### config.mk
export PLATFORM = sky130hd
export DESIGN_NAME = if_id_queue
export DESIGN_NICKNAME = d
export VERILOG_FILES = /design/src/rtl/if_id_queue.sv
export SDC_FILE = /design/constraint.sdc
export NUM_CORES = 1
export LEC_CHECK = 0
export BUFFER_PORTS_ARGS = -buffer_cell sky130_fd_sc_hd__buf_2
export CAP_MARGIN = 20
export CORE_MARGIN = 1.5
export CORE_UTILIZATION = 50
export DETAILED_ROUTE_END_ITERATION = 6
export PLACE_DENSITY_LB_ADDON = 0.12
export SLEW_MARGIN = 30
export SYNTH_ARGS = -nofsm -noshare
export SYNTH_HDL_FRONTEND = slang
export SYNTH_SLANG_ARGS = --single-unit
### constraint.sdc
create_clock -name clock -period 8.75 [get_ports clock]
set_input_delay 1.3125 -clock clock [delete_from_list [all_inputs] [get_ports clock]]
set_output_delay 1.3125 -clock clock [all_outputs]
set_load 0.02 [all_outputs]
### src/rtl/if_id_queue.sv
// Fetch-to-decode instruction queue: a circular buffer that absorbs fetch groups
// and presents the oldest ISSUE_WIDTH instructions to decode.

`ifndef ISSUE_WIDTH
`define ISSUE_WIDTH 2
`endif

package if_id_queue_pkg;

    localparam int ISSUE_WIDTH = `ISSUE_WIDTH;

    typedef struct packed {
        logic [ISSUE_WIDTH-1:0]       valid;
        logic [ISSUE_WIDTH-1:0][31:0] inst;
        logic [ISSUE_WIDTH-1:0][31:0] PC;
    } IF_ID_PACKET;

endpackage

module if_id_queue
    import if_id_queue_pkg::*;
#(
    parameter int DEPTH = 8
) (
    input  logic                          clock,
    input  logic                          reset_n,
    input  logic                          flush,
    input  logic [ISSUE_WIDTH-1:0]        fetch_valid,
    input  logic [ISSUE_WIDTH-1:0][31:0]  fetch_inst,
    input  logic [ISSUE_WIDTH-1:0][31:0]  fetch_pc,
    output logic                          fetch_ready,
    input  logic [ISSUE_WIDTH-1:0]        stall,
    output IF_ID_PACKET                   if_id_q,
    output logic [$clog2(DEPTH+1)-1:0]    count
);

    localparam int PTR_W = $clog2(DEPTH);
    localparam int CNT_W = $clog2(DEPTH+1);

    logic [31:0]       inst_mem [DEPTH];
    logic [31:0]       pc_mem   [DEPTH];

    logic [PTR_W-1:0]  head;
    logic [PTR_W-1:0]  tail;

    logic [PTR_W-1:0]  rd_idx   [ISSUE_WIDTH];
    logic [PTR_W-1:0]  wr_idx   [ISSUE_WIDTH];
    logic [ISSUE_WIDTH-1:0] slot_valid;

    logic [CNT_W-1:0]  free_slots;
    logic [CNT_W-1:0]  enq_cnt;
    logic [CNT_W-1:0]  deq_cnt;
    logic              enq_run;
    logic              deq_blocked;

    // DEPTH is a power of two, so pointer arithmetic wraps for free.
    genvar g;
    for (g = 0; g < ISSUE_WIDTH; g++) begin : g_slot_idx
        assign rd_idx[g]     = head + PTR_W'(g);
        assign wr_idx[g]     = tail + PTR_W'(g);
        assign slot_valid[g] = (CNT_W'(g) < count);
    end

    always_comb begin
        if_id_q = '0;
        for (int i = 0; i < ISSUE_WIDTH; i++) begin
            if_id_q.valid[i] = slot_valid[i];
            if_id_q.inst[i]  = inst_mem[rd_idx[i]];
            if_id_q.PC[i]    = pc_mem[rd_idx[i]];
        end
    end

    // Readiness looks only at registered occupancy, never at this cycle's dequeue.
    assign free_slots  = CNT_W'(DEPTH) - count;
    assign fetch_ready = (free_slots >= CNT_W'(ISSUE_WIDTH));

    always_comb begin
        enq_cnt = '0;
        enq_run = 1'b1;
        for (int i = 0; i < ISSUE_WIDTH; i++) begin
            if (enq_run && fetch_valid[i]) begin
                enq_cnt = enq_cnt + CNT_W'(1);
            end else begin
                enq_run = 1'b0;
            end
        end
        if (!fetch_ready || flush) begin
            enq_cnt = '0;
        end
    end

    // The first stalled valid slot holds itself and everything younger.
    always_comb begin
        deq_cnt     = '0;
        deq_blocked = 1'b0;
        for (int i = 0; i < ISSUE_WIDTH; i++) begin
            if (!deq_blocked && slot_valid[i]) begin
                if (stall[i]) begin
                    deq_blocked = 1'b1;
                end else begin
                    deq_cnt = deq_cnt + CNT_W'(1);
                end
            end
        end
    end

    always_ff @(posedge clock) begin
        for (int j = 0; j < ISSUE_WIDTH; j++) begin
            if (CNT_W'(j) < enq_cnt) begin
                inst_mem[wr_idx[j]] <= fetch_inst[j];
                pc_mem[wr_idx[j]]   <= fetch_pc[j];
            end
        end
    end

    always_ff @(posedge clock or negedge reset_n) begin
        if (!reset_n) begin
            head  <= '0;
            tail  <= '0;
            count <= '0;
        end else if (flush) begin
            head  <= '0;
            tail  <= '0;
            count <= '0;
        end else begin
            head  <= head + PTR_W'(deq_cnt);
            tail  <= tail + PTR_W'(enq_cnt);
            count <= count + enq_cnt - deq_cnt;
        end
    end

endmodule
==> impl_metrics.yaml <==
outcome:
  outcome: "finished, violations left"
  failed_checks: "design-rule violations"
setup_path:
  crit_path_end_kind: "output port"
  cp_data_required_time_ns: 7.44
  critical_path_data_arrival_time_ns: 4.06
  timing_worst_setup_path_type: "reg -> out"
  highest_fanout_seen_on_the_critical_path: 36
  startpoint_type: "register"
placement:
  place.detailed.hpwl_um: 45700
  gp_routability_congestion: 0.762
  placedCellCount: 2596
  io_buffer_count: 269
finish:
  fillerInstances: 4611
  design.final.nets: 2035
  post_route_cells_drive_above_1_share: 0.646
  most-common-layout-cells: "mux2_2 (587), edfxtp_1 (512), buf_2 (269)"
  instances_no_fill: 2711
  final_common_cell: "mux2_2"
  flow.area_growth_from_synthesis_pct: 12.9
routing:
  route.antenna.remaining_nets: 0
  drc: 24
  postRouteWirelength_um: 81800
  wl_per_cell_um: 30.2
  via_count: 17400
  first_iter_violations: 1437
  route.detailed.vias_per_inst: 6.40
  drt_pass1_iterations: 7
grt:
  number_of_global_route_vias_before_repair: 18300
  overflow: 0
  grt_overall_usage: 0.267
  grt_first_pass_wirelength_um: 120000
  antenna_found_initial: 21
  grt_max_degree: 143
clock_network:
  clkSinkCount: 522
  number_of_setup_buffers_added_after_cts: 0
  cts_root_buffer: "clkbuf_16"
  clock_insertion_delay_at_the_later_pin_of_the_skew_report_ns: 0.62
  cts_made_buffers: 57
  worst_setup_hold_path_clk_slew_ns: 0.06
  cts.path.max_buffers: 3
  cts.htree.levels: 2
  cts_hold_repair.buffers: 0
  cts_tree: "yes"
  cts.repair.resized: 0
pwr:
  power_switching_share: 0.351
  p_per_area_mw_per_mm2: 281
  seq_power_share: 0.320
  switching_power_w: 0.00334
  peakVddDrop_uv: 263
  static-leakage-power_nw: 11.1
  comb_power_share: 0.439
  share_clk_of_total_power: 0.241
  internal_power_w: 0.00619
sta:
  slew_viol_final: 0
  rsz0062_at_grt: "no"
  finalSetupViolCount: 0
  max_slew.worst_pin.slew_ns: 0.984
  f_max_mhz: 186
  setup_clock_skew_after_layout_ns: 0.0151
  max-slew-margin-rel: 0.344
  final_period_minus_worst_setup_slack_ns: 5.37
  timing.final.crit_share: 0.614
  timing_hold_violations_final: 0
  setup_total_negative_slack_ns: 0
synth:
  synthesized_area_per_cell_um2: 18.3
  syn-instance-count: 1646
  yosysWarnings: 0
  ys_ff_latch: 522
  synth.cell_area_mm2: 0.0301
  yosys.cell_types.count: 38
  syn-num-nets: 1797
  ys_seq_area_frac: 0.520
floorplanning:
  fp.dieArea_mm2: 0.0616
  core.rowCount: 89
  die_w_um: 248
  placeableCoreArea_mm2: 0.0592
  boundaryPins: 270
  dieHeight_um: 248
  initial_utilization: 0.507
run:
  cap_viol_max_count: 0
worst_hold_path:
  class_of_the_tightest_hold_or_removal_check: "in -> async"
==> layer usage <==
metal	routed length, µm	track usage	vias to the layer above
met5	128	0	-
met4	1890	0.0817	22
met3	6280	0.0559	136
met2	42100	0.460	597
met1	31500	0.340	9175
li1	-	-	7420
==> critical path, cell delays in order, from the launching register on <==
cell,delay (ns)
dfrtp_4,0.75
ha_4,0.80
buf_4,0.73
mux4_2,0.59
mux2_2,0.32
buf_2,0.17
==> Yosys cell counts <==
| cell type | n | area (µm²) |
|---|---|---|
| a21o_1 | 1 | 7.51 |
| dfrtp_1 | 10 | 250 |
| inv_1 | 13 | 48.8 |
| nor2_8 | 1 | 20.0 |
| ha_1 | 12 | 150 |
| buf_2 | 64 | 320 |
| or4_1 | 1 | 7.51 |
| inv_6 | 1 | 8.76 |
| or3_1 | 2 | 12.5 |
| and3_1 | 2 | 12.5 |
| edfxtp_1 | 512 | 15400 |
| buf_1 | 13 | 48.8 |
| nor4bb_1 | 1 | 10.0 |
| nor3b_1 | 1 | 7.51 |
| nor2_1 | 15 | 56.3 |
| mux4_2 | 256 | 5770 |
| a21oi_1 | 8 | 40.0 |
| nand2_1 | 6 | 22.5 |
| nand3_1 | 2 | 10.0 |
| xnor2_1 | 4 | 35.0 |
| nor3_1 | 3 | 15.0 |
| and2_1 | 1 | 6.26 |
| nand3_4 | 4 | 70.1 |
| o2111a_2 | 1 | 12.5 |
| xor2_1 | 3 | 26.3 |
| mux2_1 | 53 | 597 |
| o21ai_0 | 1 | 5.00 |
| a22oi_1 | 4 | 30.0 |
| clkbuf_1 | 27 | 101 |
| buf_6 | 14 | 158 |
| nor2_4 | 1 | 11.3 |
| nand3b_1 | 2 | 15.0 |
| fa_1 | 4 | 80.1 |
| mux2_2 | 587 | 6610 |
| nand2b_1 | 2 | 12.5 |
| buf_4 | 6 | 45.0 |
| nor2b_1 | 7 | 43.8 |
| mux2i_1 | 1 | 10.0 |
==> registers in the layout (all words and copies together), names as in the netlist <==
register  flops
count         4
head          3
inst_mem    256
pc_mem      256
tail          3
==> cells by family after synthesis <==
kind of cell    synth area share
mux                        0.432
simple gates              0.0111
flops                      0.520
buf+inv                   0.0243
compound gates           0.00316
xor+xnor                 0.00204
fa+ha+maj                0.00766
==> per-stage QoR <==
stage / area [µm²] / hold slack, ns / total power (W) / setup slack [ns] / utilization
after detailed placement: 32100 / 0.680 / 0.00732 / 3.93 / 0.542
after CTS: 33900 / 0.542 / 0.00962 / 3.28 / 0.572
after global routing: 33900 / 0.554 / 0.00995 / 3.09 / 0.573
after floorplan: 30100 / 0.612 / 0.00611 / 3.16 / -
final: 33900 / 0.562 / 0.00953 / 3.38 / 0.573
after global placement: 32100 / 0.659 / 0.00728 / 3.76 / 0.541
==> power by group through the flow <==
stage / clock network [W] / registers [W] / logic [W]
6_report: 0.00230 / 0.00305 / 0.00418
3_3_place_gp: 0 / 0.00309 / 0.00419
4_1_cts: 0.00233 / 0.00305 / 0.00424
2_1_floorplan: 0 / 0.00302 / 0.00309
3_5_place_dp: 0 / 0.00310 / 0.00422
5_1_grt: 0.00242 / 0.00307 / 0.00446
==> area by class of cell <==
| class | instances | area (µm²) | area share |
|---|---|---|---|
| flip-flops and latches | 522 | 15600 | 0.461 |
| multi-input cells | 986 | 13800 | 0.407 |
| repair buffers | 303 | 1700 | 0.0501 |
| diodes | 12 | 30.0 | 0.000885 |
| inverters | 14 | 57.6 | 0.00170 |
| well taps | 773 | 967 | 0.0285 |
| clock inverters | 29 | 211 | 0.00623 |
| clock buffers | 72 | 1530 | 0.0449 |
==> worst paths after layout <==
| check | cells past startpoint | to | slack, ns | from |
|---|---|---|---|---|
| max in group asynchronous | 1 | head[1]$_DFF_PN0_ | 7.96 | reset_n |
| min reg2reg | 2 | tail[2]$_DFF_PN0_ | 0.69 | tail[2]$_DFF_PN0_ |
| min | 1 | head[2]$_DFF_PN0_ | 0.56 | reset_n |
| max | 5 | if_id_q[116] | 3.38 | head[1]$_DFF_PN0_ |
| min in group clock | 2 | tail[2]$_DFF_PN0_ | 0.69 | tail[2]$_DFF_PN0_ |
| max reg2reg | 6 | pc_mem[4][27]$_DFFE_PP_ | 4.91 | tail[0]$_DFF_PN0_ |
Power figures use the tool's default switching activity.
